--- src/rtl/kanagawa_sim_multi_channel_concurrency_pipeline.sv ---
// Round-robin arbiter feeding a stallable fixed-latency delay line, with global and per-channel in-flight caps.
// Optional statistics counters are enabled by defining KANAGAWA_SIM_MCP_STATS_EN.
module kanagawa_sim_multi_channel_concurrency_pipeline #(
    parameter int NUM_CHANNELS    = 4,
    parameter int DATA_WIDTH      = 32,
    parameter int MAX_CONCURRENCY = 8,
    parameter int MAX_PER_CHANNEL = 0,
    parameter int LATENCY         = 8,
    localparam int CHAN_W         = (NUM_CHANNELS > 1) ? $clog2(NUM_CHANNELS) : 1
) (
    input  logic                             clk,
    input  logic                             rst,
    input  logic [NUM_CHANNELS-1:0]          valid_in,
    input  logic [NUM_CHANNELS*DATA_WIDTH-1:0] data_in,
    output logic [NUM_CHANNELS-1:0]          ready_out,
    output logic                             valid_out,
    output logic [DATA_WIDTH-1:0]            data_out,
    output logic [CHAN_W-1:0]                chan_out,
    input  logic                             ready_in,
    input  logic                             ack_in,
    input  logic [CHAN_W-1:0]                ack_chan_in,
    output logic [31:0]                      stat_accepted_out,
    output logic [31:0]                      stat_cap_stall_out
);

    localparam int CAP_MAX = (MAX_CONCURRENCY > LATENCY) ? MAX_CONCURRENCY : LATENCY;
    localparam int CNT_W   = $clog2(CAP_MAX + 1) + 1;
    localparam logic [CNT_W-1:0] GLOBAL_CAP = CNT_W'(MAX_CONCURRENCY);
    localparam logic [CNT_W-1:0] CHAN_CAP   = CNT_W'(MAX_PER_CHANNEL);

    if (NUM_CHANNELS < 1) begin : g_err_chan
        $error("NUM_CHANNELS must be >= 1");
    end
    if (LATENCY < 1) begin : g_err_lat
        $error("LATENCY must be >= 1");
    end
    if (MAX_CONCURRENCY != 0 && LATENCY < MAX_CONCURRENCY) begin : g_err_cap
        $error("LATENCY must be >= MAX_CONCURRENCY");
    end

    logic [CHAN_W-1:0]       rr_q, rr_d;
    logic [CNT_W-1:0]        total_q, total_d;
    logic [CNT_W-1:0]        cnt_q [NUM_CHANNELS];
    logic [CNT_W-1:0]        cnt_d [NUM_CHANNELS];
    logic [LATENCY-1:0]      vld_q, vld_d;
    logic [CHAN_W-1:0]       chan_q [LATENCY];
    logic [CHAN_W-1:0]       chan_d [LATENCY];
    logic [DATA_WIDTH-1:0]   data_q [LATENCY];
    logic [DATA_WIDTH-1:0]   data_d [LATENCY];
    logic [NUM_CHANNELS-1:0] eligible, grant;
    logic [CHAN_W-1:0]       grant_idx, ack_idx;
    logic                    global_ok, ack_ok, ack_bad, accept;

    always_comb begin
        global_ok = (MAX_CONCURRENCY == 0) || (total_q < GLOBAL_CAP);
        for (int i = 0; i < NUM_CHANNELS; i++) begin
            eligible[i] = valid_in[i] & ready_in & ~rst & global_ok &
                          ((MAX_PER_CHANNEL == 0) || (cnt_q[i] < CHAN_CAP));
        end
        // Walk downward so the channel closest to rr_q is the last, winning, assignment.
        grant     = '0;
        grant_idx = '0;
        for (int k = NUM_CHANNELS - 1; k >= 0; k--) begin
            if (eligible[(int'(rr_q) + k) % NUM_CHANNELS]) begin
                grant     = '0;
                grant[(int'(rr_q) + k) % NUM_CHANNELS] = 1'b1;
                grant_idx = CHAN_W'((int'(rr_q) + k) % NUM_CHANNELS);
            end
        end
        accept = |grant;
    end

    always_comb begin
        ack_idx = (int'(ack_chan_in) < NUM_CHANNELS) ? ack_chan_in : '0;
        ack_ok  = ack_in & ~rst & (int'(ack_chan_in) < NUM_CHANNELS) && (cnt_q[ack_idx] != '0);
        ack_bad = ack_in & ~rst & ~ack_ok;

        total_d = total_q;
        if (accept && !ack_ok) begin
            total_d = total_q + CNT_W'(1);
        end else if (!accept && ack_ok && total_q != '0) begin
            total_d = total_q - CNT_W'(1);
        end

        for (int i = 0; i < NUM_CHANNELS; i++) begin
            cnt_d[i] = cnt_q[i];
            if (grant[i] && !(ack_ok && int'(ack_idx) == i)) begin
                cnt_d[i] = cnt_q[i] + CNT_W'(1);
            end else if (!grant[i] && ack_ok && int'(ack_idx) == i) begin
                cnt_d[i] = cnt_q[i] - CNT_W'(1);
            end
        end

        rr_d = rr_q;
        if (accept) begin
            rr_d = (int'(grant_idx) == NUM_CHANNELS - 1) ? '0 : grant_idx + CHAN_W'(1);
        end
    end

    // The whole line, output stage included, holds while the consumer is not ready.
    always_comb begin
        vld_d  = vld_q;
        chan_d = chan_q;
        data_d = data_q;
        if (ready_in) begin
            for (int s = LATENCY - 1; s >= 1; s--) begin
                vld_d[s]  = vld_q[s-1];
                chan_d[s] = chan_q[s-1];
                data_d[s] = data_q[s-1];
            end
            vld_d[0]  = accept;
            chan_d[0] = grant_idx;
            data_d[0] = data_in[grant_idx*DATA_WIDTH +: DATA_WIDTH];
        end
    end

    always_ff @(posedge clk) begin
        if (rst) begin
            rr_q    <= '0;
            total_q <= '0;
            vld_q   <= '0;
            for (int i = 0; i < NUM_CHANNELS; i++) begin
                cnt_q[i] <= '0;
            end
        end else begin
            rr_q    <= rr_d;
            total_q <= total_d;
            vld_q   <= vld_d;
            cnt_q   <= cnt_d;
        end
        chan_q <= chan_d;
        data_q <= data_d;
    end

`ifndef SYNTHESIS
    always_ff @(posedge clk) begin
        if (ack_bad) begin
            $error("%m underflow");
        end
    end
`endif

    assign ready_out = grant;
    assign valid_out = vld_q[LATENCY-1] & ~rst;
    assign data_out  = data_q[LATENCY-1];
    assign chan_out  = chan_q[LATENCY-1];

`ifdef KANAGAWA_SIM_MCP_STATS_EN
    logic [31:0]      stat_acc_q, stat_acc_d, stat_stall_q, stat_stall_d;
    logic [CNT_W-1:0] peak_q, peak_d;

    always_comb begin
        stat_acc_d   = stat_acc_q + (accept ? 32'd1 : 32'd0);
        stat_stall_d = stat_stall_q + ((ready_in && |valid_in && !accept) ? 32'd1 : 32'd0);
        peak_d       = (total_d > peak_q) ? total_d : peak_q;
    end

    always_ff @(posedge clk) begin
        if (rst) begin
            stat_acc_q   <= '0;
            stat_stall_q <= '0;
            peak_q       <= '0;
        end else begin
            stat_acc_q   <= stat_acc_d;
            stat_stall_q <= stat_stall_d;
            peak_q       <= peak_d;
        end
    end

    final $display("%m accepted=%0d cap_stalls=%0d peak_total=%0d", stat_acc_q, stat_stall_q, peak_q);

    assign stat_accepted_out  = stat_acc_q;
    assign stat_cap_stall_out = stat_stall_q;
`else
    assign stat_accepted_out  = 32'd0;
    assign stat_cap_stall_out = 32'd0;
`endif

endmodule

--- config.mk ---
export PLATFORM = sky130hd
export DESIGN_NAME = kanagawa_sim_multi_channel_concurrency_pipeline
export DESIGN_NICKNAME = d
export VERILOG_FILES = /design/src/rtl/kanagawa_sim_multi_channel_concurrency_pipeline.sv
export SDC_FILE = /design/constraint.sdc
export NUM_CORES = 1
export LEC_CHECK = 0
export BUFFER_PORTS_ARGS = -buffer_cell sky130_fd_sc_hd__buf_2
export CAP_MARGIN = 20
export CORE_ASPECT_RATIO = 1.25
export CORE_MARGIN = 1
export CORE_UTILIZATION = 50
export DETAILED_ROUTE_END_ITERATION = 10
export PLACE_DENSITY = 0.76
export RECOVER_POWER = 100
export SYNTH_ARGS = -nofsm -noshare
export SYNTH_HDL_FRONTEND = slang
export SYNTH_SLANG_ARGS = --single-unit
export TNS_END_PERCENT = 1
--- constraint.sdc ---
create_clock -name clk -period 3.76 [get_ports clk]
set_input_delay 0.376 -clock clk [delete_from_list [all_inputs] [get_ports clk]]
set_output_delay 0.376 -clock clk [all_outputs]
set_load 0.05 [all_outputs]
==> flow_metrics.tcl <==
set metrics [dict create \
    synth_simple_gate_area_frac 0.08298 \
    cp.arrival_ps 4020 \
    synth-seq-cells 307 \
    drtIter0Drc 415 \
    switchingPower_mw 2.557 \
    cts.clk_slew.worst_paths_ps 70 \
    relSlewSlack -0.2055 \
    die_area_um2 25670 \
    diodes 0 \
    async_flop_share 0 \
    grt_max_degree 77 \
    clockRootBuffer "clkbuf_16" \
    setup_ws_ps 194.5 \
    p_leak_nw 5.509 \
    track_usage 0.1376 \
    rsz0062_at_grt "no" \
    syn_inst 843 \
    mostFrequentLayoutCells "272 x edfxtp_1, 136 x buf_2, 74 x nand2_1" \
    syn_area_per_cell_um2 14.85 \
    p_int_mw 6.819 \
    fin_worst_skew_ps 9.567 \
    io_pins 241 \
    place.port_buffers 176 \
    pwr-share-clk 0.316 \
    wl_per_cell_um 13.22 \
    dpl.hpwl_um 11950 \
    place_congestion 0.8019 \
    fin_tns_setup_ps 0 \
    core_um2 24500 \
    place_ws_ps 91.35 \
    num-fill-cells 1950 \
    setup_viol 0 \
    tightest_slew_ps 1808 \
    status "complete, but fails checks" \
    drc_errors 0 \
    numCtsBuffers 29 \
    end_kind "register" \
    globalRoute.totalOverflow 0 \
    max_freq_mhz 280.5 \
    holdBufCountCts 0 \
    yosysUniqueCellTypes 56 \
    pwr_density_cell_nw_per_um2 654.7 \
    final_nets 1168 \
    antenna_left 0 \
    drive_gt1_frac 0.2176 \
    finalHoldViolCount 0 \
    min_period_over_period 0.9483 \
    die_h_um 178.9 \
    synth_compound_area_frac 0.06408 \
    synth_xor_area_frac 0.01250 \
    grt_pass1_vias 6015 \
    avgViaCountPerCell 4.812 \
    area_growth_pct 14.43 \
    rows 64 \
    switching_share 0.2727 \
    cts_tree "built" \
    antenna_found_initial 0 \
    yosysSeqAreaShare 0.7086 \
    maxCapViolCount 3 \
    synthFlopType "edfxtp_1" \
    grt_pass1_wl_um 28040 \
    syn_area_um2 12520 \
    initial_core_util 0.5108 \
    failed_checks "max-capacitance violations, max-slew violations" \
    synth_top_family_by_area "simple AND/OR/NAND/NOR gates" \
    required_ps 4220 \
    period_minus_slack_ps 3565 \
    firstDrtPassIters 4 \
    wl_um 17910 \
    synthAdderAreaFrac 0.03099 \
    yosys_warnings 0 \
    hold_path.class "input port to register" \
    slew_violations 222 \
    combinationalPowerShare 0.222 \
    seqPwrFrac 0.462 \
    die_x_um 143.5 \
    clock_latency_ps 530 \
    hold_ws_ps 213.7 \
    muxShareOfSynthArea 0.02649 \
    cp_max_fo 13 \
    clock-sinks 307 \
    layout_commonest_cell "edfxtp_1" \
    vias 6520 \
    irDropWorstVdd_mv 0.3585 \
    cts_htree_levels 1 \
    worst_setup_path_start_kind "register" \
    critical_path_class "register to register" \
    synth_edf_count 272 \
    clockBufferDepth 3 \
]
state kept, by name, indices dropped and copies added, names as in the netlist:
name	count
cnt_q	20
total_q	5
vld_q	8
rr_q	2
data_q	224
data_out	32
chan_q	14
chan_out	2
final timing paths:
kind | from | to | slack [ps] | depth (start not counted)
setup / recovery | rr_q[0] | cnt_q[9] | 190 | 13
hold / removal | data_in[125] | data_q[253] | 210 | 3
setup reg to reg | rr_q[0] | cnt_q[9] | 190 | 13
hold reg to reg | data_q[120] | data_q[88] | 410 | 0
through the flow:
| step | utilization | power [mW] | instances | cell area, µm² |
|---|---|---|---|---|
| floorplan | - | 6.107 | 906 | 12830 |
| global placement | 0.5489 | 6.489 | 1301 | 13450 |
| detailed placement | 0.5489 | 6.583 | 1301 | 13450 |
| CTS | 0.5895 | 9.572 | 1355 | 14450 |
| global route | 0.5845 | 9.885 | 1355 | 14320 |
| finish | 0.5845 | 9.376 | 1355 | 14320 |
cell families (layout without fill, tap and decap cells):
group	count (synthesis)	count (layout)
and+or+nand+nor	202	202
xor gates and xnor gates	17	17
AOI/OAI and AO/OA	115	115
buffers and inverters	145	264
adders and majority gates	28	28
other	1	64
DFF	307	307
muxes	28	28
critical path: stages (launching register included):
cell,delay [ps]
dfxtp_4,440
clkinvlp_4,140
ha_4,340
mux4_2,410
nor3b_1,320
o21ai_2,120
a31oi_4,240
nand2_1,180
fa_1,440
a21o_1,190
a21o_1,180
and3_1,180
o21ai_0,130
nor3b_1,190
area by class of cell:
cell class,count,area [µm²],area share
sequential,307,8872,0.6195
inverter,17,67.56,0.004718
timing repair buffer,193,955.9,0.06675
clock buffer,35,768.2,0.05364
tap,330,412.9,0.02883
multi-input combinational,454,3017,0.2106
clock inverter,19,227.7,0.01590
repair_timing:
action | CTS | global route
gates resized for setup | 0 | 2
endpoints found under the setup margin | 0 | 5
setup buffers | 0 | 0
endpoints found under the hold margin | 0 | 0
cell usage after synthesis (10+ instances only):
library cell	instances	area, µm²
inv_1	17	63.81
a21oi_1	12	60.06
buf_4	99	743.2
clkbuf_1	23	86.33
nor3_1	12	60.06
a31oi_1	32	200.2
a21o_1	10	75.07
mux2i_1	23	230.2
nor2_1	32	120.1
dfxtp_1	35	700.7
and2_1	33	206.5
a211oi_1	36	270.3
ha_1	23	287.8
nand2_1	74	277.8
edfxtp_1	272	8168
power by group through the flow:
stage               sequential (mW)  combinational [mW]  clock [mW]
detailed placement             4.40                2.19           0
global route                   4.38                2.32        3.19
global placement               4.38                2.11           0
finish                         4.33                2.09        2.96
CTS                            4.33                2.19        3.05
floorplan                      4.34                1.76           0
layer usage:
layer | up-vias | global-route usage | share of wire | routed length [µm]
met5 | - | 0 | 0 | 0
met3 | 30 | 0.02831 | 0.050 | 891
li1 | 3255 | - | - | -
met2 | 177 | 0.2362 | 0.50 | 9026
met4 | 0 | 0.03989 | 0.017 | 299
met1 | 3058 | 0.1758 | 0.43 | 7695
Note: power is estimated with default switching activity, not from simulation.
